$ cat src/rtl/mem_port_arbiter.sv
// mem_port_arbiter
// Shares one synchronous-read, single-port word memory between the
// instruction fetch unit (read only) and the load/store unit. Each requester
// has a valid/ready request channel and a valid/ready response channel.
// Contention is resolved round-robin. Byte addresses are translated to word
// indices relative to BASE, and out-of-range or misaligned accesses return an
// error response without touching the memory. An error response has the same
// one-cycle latency as a legal access.
module mem_port_arbiter #(
    parameter int                ADDR_W = 64,
    parameter int                DATA_W = 32,
    parameter int                MEM_AW = 13,
    parameter logic [ADDR_W-1:0] BASE   = 64'h0000_0000_8000_0000
) (
    input  logic                  clk,
    input  logic                  rst_n,

    // Instruction fetch unit
    input  logic                  ifu_req_valid,
    output logic                  ifu_req_ready,
    input  logic [ADDR_W-1:0]     ifu_req_addr,
    output logic                  ifu_resp_valid,
    input  logic                  ifu_resp_ready,
    output logic [DATA_W-1:0]     ifu_resp_data,
    output logic                  ifu_resp_err,

    // Load/store unit
    input  logic                  lsu_req_valid,
    output logic                  lsu_req_ready,
    input  logic [ADDR_W-1:0]     lsu_req_addr,
    input  logic                  lsu_req_wen,
    input  logic [DATA_W-1:0]     lsu_req_wdata,
    input  logic [DATA_W/8-1:0]   lsu_req_wmask,
    output logic                  lsu_resp_valid,
    input  logic                  lsu_resp_ready,
    output logic [DATA_W-1:0]     lsu_resp_data,
    output logic                  lsu_resp_err,

    // Memory macro port
    output logic                  mem_en,
    output logic                  mem_wen,
    output logic [MEM_AW-1:0]     mem_addr,
    output logic [DATA_W-1:0]     mem_wdata,
    output logic [DATA_W/8-1:0]   mem_wmask,
    input  logic [DATA_W-1:0]     mem_rdata
);

    localparam int STRB_W = DATA_W / 8;

    // Requester encoding used for grant, owner and last-grant bookkeeping.
    localparam logic GRANT_IFU = 1'b0;
    localparam logic GRANT_LSU = 1'b1;

    // Low two bits the offset must have for the byte address itself to be
    // word aligned. Checking the offset instead of the raw address keeps the
    // legality test a function of the offset alone, and stays correct even if
    // BASE is not word aligned.
    localparam logic [1:0] ALIGN_OFF = 2'b00 - BASE[1:0];

    typedef enum logic [1:0] {
        ST_IDLE = 2'b00,   // no outstanding access
        ST_RESP = 2'b01,   // response driven from live memory output
        ST_HOLD = 2'b10    // response driven from the hold register
    } state_t;

    // An offset is legal when it lands inside the memory window and the
    // underlying byte address is word aligned.
    function automatic logic addr_legal(input logic [ADDR_W-1:0] off);
        return (off[ADDR_W-1:MEM_AW+2] == '0) && (off[1:0] == ALIGN_OFF);
    endfunction

    // Word index of an in-window offset.
    function automatic logic [MEM_AW-1:0] word_index(input logic [ADDR_W-1:0] off);
        return off[MEM_AW+1:2];
    endfunction

    state_t               state_r;
    state_t               state_nxt_s;
    logic                 last_grant_r;
    logic                 owner_r;
    logic                 err_r;
    logic                 wr_r;
    logic [DATA_W-1:0]    hold_r;

    logic                 grant_s;
    logic                 owner_ready_s;
    logic                 can_accept_s;
    logic                 hs_s;
    logic [ADDR_W-1:0]    sel_addr_s;
    logic [ADDR_W-1:0]    off_s;
    logic                 legal_s;
    logic                 resp_active_s;
    logic [DATA_W-1:0]    resp_data_s;

    // Round-robin grant: a lone requester wins; under contention the one
    // not granted last wins. With nobody asking, point at the next-in-turn.
    always_comb begin
        grant_s = ~last_grant_r;
        if (ifu_req_valid && lsu_req_valid) begin
            grant_s = ~last_grant_r;
        end else if (ifu_req_valid) begin
            grant_s = GRANT_IFU;
        end else if (lsu_req_valid) begin
            grant_s = GRANT_LSU;
        end else begin
            grant_s = ~last_grant_r;
        end
    end

    // Acceptance and request handshake. A new request is only taken when the
    // port is free or the pending response is retired in this same cycle.
    always_comb begin
        owner_ready_s = (owner_r == GRANT_LSU) ? lsu_resp_ready : ifu_resp_ready;
        can_accept_s  = (state_r == ST_IDLE) ||
                        ((state_r == ST_RESP) && owner_ready_s);
        ifu_req_ready = can_accept_s && (grant_s == GRANT_IFU);
        lsu_req_ready = can_accept_s && (grant_s == GRANT_LSU);
        hs_s          = (ifu_req_valid && ifu_req_ready) ||
                        (lsu_req_valid && lsu_req_ready);
    end

    // Address decode of the granted requester.
    always_comb begin
        sel_addr_s = (grant_s == GRANT_LSU) ? lsu_req_addr : ifu_req_addr;
        off_s      = sel_addr_s - BASE;
        legal_s    = addr_legal(off_s);
    end

    // Memory port drive: only a legal handshake touches the memory, and the
    // bus is parked at zero otherwise.
    always_comb begin
        mem_en    = 1'b0;
        mem_wen   = 1'b0;
        mem_addr  = '0;
        mem_wdata = '0;
        mem_wmask = {STRB_W{1'b0}};
        if (hs_s && legal_s) begin
            mem_en   = 1'b1;
            mem_addr = word_index(off_s);
            if (grant_s == GRANT_LSU) begin
                mem_wen   = lsu_req_wen;
                mem_wdata = lsu_req_wdata;
                mem_wmask = lsu_req_wmask;
            end else begin
                mem_wen   = 1'b0;
                mem_wdata = '0;
                mem_wmask = {STRB_W{1'b0}};
            end
        end else begin
            mem_en   = 1'b0;
            mem_addr = '0;
        end
    end

    // Response payload: writes and errors return zero; reads come straight
    // from the memory in RESP and from the hold register once stalled.
    always_comb begin
        resp_active_s = (state_r != ST_IDLE);
        case (state_r)
            ST_RESP: resp_data_s = (err_r || wr_r) ? '0 : mem_rdata;
            ST_HOLD: resp_data_s = hold_r;
            default: resp_data_s = '0;
        endcase
    end

    // Response routing: only the owner sees valid, data and err.
    always_comb begin
        ifu_resp_valid = 1'b0;
        ifu_resp_data  = '0;
        ifu_resp_err   = 1'b0;
        lsu_resp_valid = 1'b0;
        lsu_resp_data  = '0;
        lsu_resp_err   = 1'b0;
        if (resp_active_s && (owner_r == GRANT_IFU)) begin
            ifu_resp_valid = 1'b1;
            ifu_resp_data  = resp_data_s;
            ifu_resp_err   = err_r;
        end else if (resp_active_s && (owner_r == GRANT_LSU)) begin
            lsu_resp_valid = 1'b1;
            lsu_resp_data  = resp_data_s;
            lsu_resp_err   = err_r;
        end else begin
            ifu_resp_valid = 1'b0;
            lsu_resp_valid = 1'b0;
        end
    end

    // Next-state logic for the outstanding-access tracker.
    always_comb begin
        state_nxt_s = state_r;
        case (state_r)
            ST_IDLE: begin
                if (hs_s) begin
                    state_nxt_s = ST_RESP;
                end else begin
                    state_nxt_s = ST_IDLE;
                end
            end
            ST_RESP: begin
                if (!owner_ready_s) begin
                    state_nxt_s = ST_HOLD;
                end else if (hs_s) begin
                    state_nxt_s = ST_RESP;
                end else begin
                    state_nxt_s = ST_IDLE;
                end
            end
            ST_HOLD: begin
                if (owner_ready_s) begin
                    state_nxt_s = ST_IDLE;
                end else begin
                    state_nxt_s = ST_HOLD;
                end
            end
            default: state_nxt_s = ST_IDLE;
        endcase
    end

    // State register; reset drops any outstanding response at once.
    always_ff @(posedge clk or negedge rst_n) begin
        if (!rst_n) begin
            state_r <= ST_IDLE;
        end else begin
            state_r <= state_nxt_s;
        end
    end

    // Per-access bookkeeping captured on each accepted request. Last grant
    // resets to LSU so the IFU wins the first contention.
    always_ff @(posedge clk or negedge rst_n) begin
        if (!rst_n) begin
            last_grant_r <= GRANT_LSU;
            owner_r      <= GRANT_IFU;
            err_r        <= 1'b0;
            wr_r         <= 1'b0;
        end else if (hs_s) begin
            last_grant_r <= grant_s;
            owner_r      <= grant_s;
            err_r        <= ~legal_s;
            wr_r         <= (grant_s == GRANT_LSU) && lsu_req_wen;
        end
    end

    // Hold register: freezes the response on the edge it first stalls, so
    // the memory output is free to change afterwards.
    always_ff @(posedge clk or negedge rst_n) begin
        if (!rst_n) begin
            hold_r <= '0;
        end else if ((state_r == ST_RESP) && !owner_ready_s) begin
            hold_r <= resp_data_s;
        end
    end

endmodule

$ cat config.mk
export PLATFORM = sky130hd
export DESIGN_NAME = mem_port_arbiter
export DESIGN_NICKNAME = d
export VERILOG_FILES = /design/src/rtl/mem_port_arbiter.sv
export SDC_FILE = /design/constraint.sdc
export NUM_CORES = 1
export LEC_CHECK = 0
export ABC_AREA = 1
export BUFFER_PORTS_ARGS = -buffer_cell sky130_fd_sc_hd__buf_2
export CAP_MARGIN = 20
export CORE_AREA = 2 2 125 127
export CTS_BUF_LIST = sky130_fd_sc_hd__clkbuf_8
export DETAILED_ROUTE_END_ITERATION = 8
export DIE_AREA = 0 0 127 129
export HOLD_SLACK_MARGIN = 0.1
export PLACE_DENSITY = 0.78
export SLEW_MARGIN = 10
export SYNTH_ARGS = -nofsm -noshare
export SYNTH_HDL_FRONTEND = slang
export SYNTH_SLANG_ARGS = --single-unit
export TNS_END_PERCENT = 100
$ cat constraint.sdc
create_clock -name clk -period 3.8 [get_ports clk]
set_input_delay 0.76 -clock clk [delete_from_list [all_inputs] [get_ports clk]]
set_output_delay 0.76 -clock clk [all_outputs]
set_load 0.005 [all_outputs]
* Yosys cells after proc, flatten, opt, wreduce, memory -nomap -nowiden *
Cells that the tools add are included.
W data, S select, Z words.

storage, ports and cells
  flip-flop bits (word level) = 38
  output and inout bits = 121
  input bits = 203

operators by class
  muxes and demuxes = 28
  reduce and logical (&&, ||, !) cells = 20
  bitwise logic cells = 4
  $add $sub $neg = 1
  eq/ne operators = 2

operators with widths
  cell                      count
  $mux W32                  6
  $mux W64                  1
  $pmux W32 S2              1
  $sub A64 B32 Y64 const B  1
  $logic_not A49 Y1         1
  $mux W1                   14
  $mux W13                  1
  $logic_and A1 B1 Y1       12
  $mux W4                   2
  $pmux W2 S3               1
  $logic_not A2 Y1          2
  $mux W2                   2
  $not A1 Y1                4
  $logic_or A1 B1 Y1        3
  $eq A2 B1 Y1 const B      1
  $eq A2 B2 Y1 const B      1
  $reduce_bool A2 Y1        1
  $logic_not A1 Y1          1

* Depth between registers and ports, before layout *
Gate-level depths: netlist of run 1.

  word-level depth = 11
  gate-level depth with buffers = 19
  gate-level depth less buffers = 18

* Least setup slack after synthesis of run 1 *
No wires, ideal clock.

  path kind = input -> output
  start point = input port ifu_req_valid
  end point = output port mem_addr[0]
  slack = 0.537 ns
  buffers on the path = 3
  arrival time = 2.503 ns
  cell stages on the path = 15
  cells stage by stage = nand2_1 > nand2_4 > buf_8 > buf_8 > nand3_1 > nand2_1 > nor2_1 > nand2_2 > nor2_4 > nand2_1 > xor2_1 > nor2_2 > nand3_4 > buf_6 > nor3_2

between the ends
  cells in the longest elaborated chain, start to end = 8

RTL lines
  what                                                              line      RTL
  start, declared                                                   19        input logic ifu_req_valid,
  $mux W1 / $logic_and A1 B1 Y1 (equally long branches)             101, 99
  $mux W1                                                           99        if (ifu_req_valid && lsu_req_valid) begin
  $mux W64 / $not A1 Y1 (equally long branches)                     124, 116
  $sub A64 B32 Y64 / $logic_and A1 B1 Y1 (equally long branches)    125, 116
  $logic_not A49 Y1, or another cell as far along                   69        return (off[ADDR_W-1:MEM_AW+2] == '0) && (off[1:0] == ALIGN_OFF);
  $logic_and A1 B1 Y1 / $logic_or A1 B1 Y1 (equally long branches)  69, 118
  $logic_and A1 B1 Y1                                               137       if (hs_s && legal_s) begin
  $mux W13 (*)                                                      137
  end, declared                                                     42        output logic [MEM_AW-1:0] mem_addr,

Mark *: on every way between the ends. The rest lies on a longest branch, timed or not.

* Worst setup path after layout of run 1 *
Ends and elaborated chain as after synthesis.

==> metrics.csv, run 1 <==
metric,value,unit
dr.pass1.iters,5,
cp_max_fo,20,
finalInstanceArea,8510,um^2
min_path_type,flip-flop to flip-flop,
antenna_left,0,
min_period_over_period,105,%
io_pins,324,
violations,setup timing,
grt_use_total,22.0,%
dpl.hpwl,15300,um
cts_tree,done,
cts_htree_levels,2,
ys_top_cells_by_count,"nand2_1, nor2_1, inv_1",
rsz0062_at_grt,true,
timing_hold_violations_final,0,
syn_nets,1158,
max_cap_viol_count,0,
clockBufferDepth,2,
clkPwrFrac,11.2,%
yosys.area.top_type,nand2_1,
timing.critical_path.cells,buf_2 > inv_4 > nand2_8 > nand2_8 > clkbuf_16 > nand2_1 > nand2_2 > nand2_1 > nor2_1 > nand2_2 > nor2_4 > nand3_1 > nand2_1 > nand3_1 > nor2_2 > nand3_4 > buf_12 > nor3_2 > buf_2,
power.leakage,0.00480,uW
yosysUniqueCellTypes,31,
p_sw,1310,uW
ys_seq_elements,38,
placed_cells,1472,
area_growth,58.6,%
routed_wirelength,21000,um
seqPwrFrac,17.6,%
synth_area_per_cell,5.64,um^2
placed_cell_area,7430,um^2
dieArea,16400,um^2
internal_power,1270,uW
nFillCells,1458,
reg2reg_depth,17,
path_clk_slew,0.07,ns
row_count,45,
drc_errors,0,
grt.overflow.total,0,
sw_frac_of_total,50.9,%
diodes,0,
slowest_delay,0.21,ns
synthCells,951,
fmax,251,MHz
start_util,35.8,%
yosysMostFrequentCell,nand2_1,
ff_latch_area,952,um^2
worst-setup-path-type,primary input to output port,
wire_per_inst,13.9,um
yosysWarnings,0,
power,2590,uW
finalNonFillerCells,1509,
fin_crit,3.99,ns
cpMostUsedCell,nand2_1,
ir_drop,407,uV
clk_latency,0.29,ns
die_height,129,um
core,15000,um^2
via_per_inst,4.86,
drive_gt1_share,43.1,%
grt_max_degree,65,
cp.required,3.04,ns
finClkSkew,0.00373,ns
die_w,127,um
fin_setup_tns,-6.99,ns
gp_congestion,0.907,
drv_slew,0,
antenna_found_initial,0,
reg2reg_slack,0.86,ns
grt_pass1_vias,6073,
crit_path_start_kind,primary input,
cts_root_buffer,clkbuf_8,
holdPathStages,2,
tightest_slew,0.941,ns
worstSetupEndpointType,output port,
synth-edff-count,0,
setup_viol,51,
drt-initial-drc-count,475,
synthArstFlopShare,100,%
critPathSlowestCell,buf_12,
pwr-share-comb,71.1,%
run_status,finished with violations,
grt_pass1_wl,29800,um
via_count,7337,
crit_start,ifu_req_valid,
synth_top_area_share,25.1,%
cts_made_buffers,5,
r2r-start,last_grant_r,
synth_flop_cell,dfrtp_1,
timing.final.ws_setup,-0.185,ns
arrival,3.23,ns
port_buffers,323,
multi_input_area,4080,um^2
worstHoldStart,wr_r,
synthesis.area,5370,um^2
final_nets,1527,
clock-sinks,38,
slew_headroom,37.2,%
synthTopCellsByArea,"nand2_1, dfrtp_1, nor2_1",
synth-seq-area-share,17.7,%
cellPowerDensity,304,nW/um^2
cell families after synthesis:
| kind of cell | Yosys count | synth area share, % |
|---|---|---|
| flip-flops | 38 | 17.7 |
| buffers and inverters | 150 | 13.5 |
| XOR/XNOR | 2 | 0.326 |
| AND/OR/NAND/NOR | 666 | 57.7 |
| adder cells (fa/ha/maj) | 4 | 0.933 |
| multiplexers | 13 | 2.42 |
| AO/OA/AOI/OAI | 78 | 7.32 |
state kept, by name (all words and copies together), names as in the netlist:
signal        flops
owner_r           1
wr_r              1
hold_r           32
last_grant_r      1
err_r             1
state_r           2
stage by stage:
| stage | utilization (%) | setup WS (ns) | hold slack [ns] |
|---|---|---|---|
| after global placement | 49.6 | -0.107 | 0.457 |
| after CTS | 52.4 | -0.0761 | 0.491 |
| after floorplan | - | 0.537 | 0.444 |
| final | 56.8 | -0.185 | 0.486 |
| after detailed placement | 49.6 | -0.156 | 0.472 |
| after global routing | 56.8 | -0.350 | 0.510 |
placed cells by master, fill, tap and decap left out, types with 2 or more instances in the layout:
master	count
inv_4	2
nand2_4	5
nor2_2	25
buf_8	2
nand3b_1	29
buf_4	58
nor3_1	4
o21ai_1	3
dfrtp_1	37
nand4_1	3
xor2_1	2
nand3_1	41
o21ai_0	67
clkbuf_16	10
buf_6	11
buf_2	322
inv_1	91
nor2_1	129
buf_16	5
nand3_4	2
a21oi_1	5
nand2_2	35
ha_1	4
nand2_8	3
clkbuf_8	6
nor2_4	12
nand3_2	3
nor3_4	18
buf_12	10
mux2i_1	13
nor3_2	33
nand2_1	322
layer usage:
layer,vias up,GRT usage (%),part of all wire [%]
met5,-,0,0
met4,0,5.88,1.8
met3,24,1.95,5.6
met2,279,37.0,49
met1,3325,30.5,44
li1,3709,-,-
final timing paths:
check / endpoint
max: mem_addr[0]
min: wr_r
max reg2reg: err_r
min reg2reg: wr_r
max in group asynchronous: err_r
min in group asynchronous: hold_r[18]
layout make-up:
class                   instances  share of cell area, %
repair buffers                418                   32.8
well taps                     188                   2.76
clock buffers                   6                  0.970
flip-flops and latches         38                   11.2
multi-input cells             763                   47.9
inverters                      94                   4.21
clock inverters                 2                  0.147
what timing repair did:
| item | 4_1_cts | 5_1_grt |
|---|---|---|
| gates resized for setup | 42 | 91 |
| setup endpoints to repair | 51 | 51 |
| buffers inserted | 3 | 9 |
| hold buffers | 0 | 0 |
| gates cloned | 6 | 11 |
| pin swaps | 0 | 46 |
critical path: cells and delay by family:
kind          cells  cell delay [ns]
buf+inv           5             0.74
simple gates     14             1.71
power by group through the flow:
| stage | logic [uW] | registers [uW] | clock network, uW |
|---|---|---|---|
| 6_report | 1840 | 456 | 290 |
| 3_3_place_gp | 1480 | 457 | 0 |
| 3_5_place_dp | 1500 | 458 | 0 |
| 2_1_floorplan | 979 | 451 | 0 |
| 5_1_grt | 2000 | 459 | 318 |
| 4_1_cts | 1610 | 454 | 300 |
(Power assumes the default switching activity.)
==> run 2, diff against run 1 <==
Settings changed: PLACE_DENSITY 0.78 to 0.81.
Clock period 3.8 ns to 3.5 ns, I/O delays scaled along.
==> run 2 against run 1 <==
The flow still finishes with violations (setup timing). Sequential share of layout area is 0.10 points higher. Worst hold slack improved by 0.0022 ns. Combinational power is 8% higher. Worst setup slack got worse by 0.28 ns. Final area is 0.93% lower. Wire length rose by 0.74%. Register-to-register slack worse by 0.36 ns. Non-clock buffer count shrank 1.
==> metrics.csv, run 2 (synthesized netlist as in run 1, its figures left out) <==
metric,value,unit
run_status,finished with violations,
violations,setup timing,
gp_congestion,0.938,
area_growth,57.1,%
cp_max_fo,7,
setup_viol,51,
cts_htree_levels,2,
slowest_delay,0.62,ns
min_path_type,flip-flop to flip-flop,
timing_hold_violations_final,0,
dpl.hpwl,15300,um
r2r_end,err_r,
dr.pass1.iters,5,
ff_latch_area,952,um^2
sw_frac_of_total,51.3,%
worst-setup-path-type,flip-flop to output port,
timing.critical_path.cells,nand2_4 > nand2_8 > buf_8 > buf_4 > nand3b_1 > nand2_2 > nand2_1 > nor2_1 > nand2_1 > nor2_4 > nand2_1 > a21oi_1 > nand2_1 > nor2_2 > nand3_4 > buf_12 > clkbuf_16 > nor3_4 > buf_2,
die_height,129,um
multi_input_area,4110,um^2
timing.final.ws_setup,-0.464,ns
fmax,252,MHz
antenna_left,0,
drt-initial-drc-count,511,
power.leakage,0.00471,uW
final_nets,1528,
ir_drop,279,uV
regMostFlops,hold_r,
grt.overflow.total,0,
holdPathStages,2,
hold_end,hold_r[6],
cts_tree,done,
rsz0062_at_grt,true,
layout.cells.most_common_list,"buf_2, nand2_1, nor2_1",
core,15000,um^2
via_count,7479,
seqPwrFrac,17.8,%
min_period_over_period,113,%
pwr-share-comb,71.2,%
max_cap_viol_count,0,
critPathSlowestCell,dfstp_2,
cellPowerDensity,332,nW/um^2
drc_errors,0,
cpMostUsedCell,nand2_1,
final_common_cell,buf_2,
diodes,0,
arrival,3.26,ns
cts_made_buffers,5,
path_clk_slew,0.07,ns
internal_power,1360,uW
grt_pass1_vias,6541,
tightest_slew,0.925,ns
routed_wirelength,21200,um
grt_max_degree,65,
die_w,127,um
wire_per_inst,14.0,um
dieArea,16400,um^2
grt_pass1_wl,31400,um
grt_use_total,23.1,%
reg2reg_slack,0.50,ns
clock-sinks,38,
drv_slew,0,
reg2reg_depth,20,
cts_root_buffer,clkbuf_8,
crit_path_start_kind,flip-flop,
clk_latency,0.29,ns
nFillCells,1380,
row_count,45,
utilization,56.3,%
clockBufferDepth,2,
start_util,35.8,%
finClkSkew,0.00544,ns
slew_headroom,38.3,%
fin_setup_tns,-19.42,ns
clkPwrFrac,11.1,%
antenna_found_initial,0,
port_buffers,323,
reg_top3,"hold_r (32), state_r (2)",
drive_gt1_share,44.3,%
cts_hold_buf,0,
io_pins,324,
cp.required,2.80,ns
r2r-start,last_grant_r,
worstSetupEndpointType,output port,
via_per_inst,4.95,
worstHoldStart,hold_r[6],
largest_reg_flops,32,
fin_crit,3.96,ns
p_sw,1430,uW
==> run 2: cell types whose count changed in the layout (fill, tap and decap cells not counted), moves of 3 or more <==
cell	before	now
buf_4	58	64
buf_6	11	8
clkbuf_16	10	3
nand2_1	322	318
nand2_2	35	41
nor2_1	129	122
nor2_2	25	32
nor3_2	33	40
nor3_4	18	12
==> run 2: cell type report <==
class | instances | share of cell area [%]
sequential | 38 | 11.3
inverter | 94 | 4.24
timing repair buffer | 417 | 31.8
multi-input combinational | 765 | 48.8
clock buffer | 6 | 0.980
clock inverter | 2 | 0.148
tap | 188 | 2.79
==> run 2: power groups by stage <==
stage | clock, uW | sequential (uW) | combinational (uW)
2_1_floorplan | 0 | 489 | 1060
3_3_place_gp | 0 | 497 | 1600
3_5_place_dp | 0 | 497 | 1610
4_1_cts | 319 | 494 | 1860
5_1_grt | 339 | 500 | 2160
6_report | 310 | 497 | 1990
==> run 2: through the flow <==
step           worst slack [ns]  power, uW  hold slack, ns  cells  instance area (um^2)
3_3_place_gp             -0.319       2100           0.468   1472                  7430
5_1_grt                  -0.582       3000           0.508   1510                  8430
6_report                 -0.464       2800           0.488   1510                  8430
3_5_place_dp             -0.352       2110           0.473   1472                  7430
4_1_cts                  -0.331       2670           0.492   1505                  8150
2_1_floorplan             0.357       1550           0.404    951                  5370
==> run 2: what timing repair did <==
action                                  CTS  global route
gates resized for setup                  63            78
gates cloned                             10             3
endpoints found under the hold margin     0             0
buffers inserted                         15             6
pin swaps                                23            43
endpoints found under the setup margin   51            51
==> run 2: worst max-delay path, delay by kind of cell, from the launching register on <==
| kind | cells | cell delay [ns] |
|---|---|---|
| compound gates | 1 | 0.18 |
| buf+inv | 5 | 0.72 |
| flops | 1 | 0.62 |
| simple gates | 13 | 1.46 |
==> run 2: how the worst max path moves through the flow <==
stage | end | depth (start not counted) | start | slack, ns
2_1_floorplan | mem_addr[0] | 15 | ifu_req_valid | 0.36
4_1_cts | mem_wdata[19] | 21 | last_grant_r | -0.33
6_report | mem_wdata[16] | 19 | last_grant_r | -0.46
5_1_grt | mem_wdata[25] | 22 | last_grant_r | -0.58
3_5_place_dp | mem_wdata[8] | 19 | ifu_req_valid | -0.35
3_3_place_gp | mem_addr[4] | 19 | ifu_req_valid | -0.32
==> run 2: layer usage <==
layer  GRT usage, %  part of all wire [%]  wire (um)  vias up
met2           39.2                    49      10300      417
li1               -                     -          -     3710
met1           31.2                    40       8540     3307
met3           2.99                   8.5       1800       45
met4           5.75                   2.3        492        0
met5              0                     0          0        -
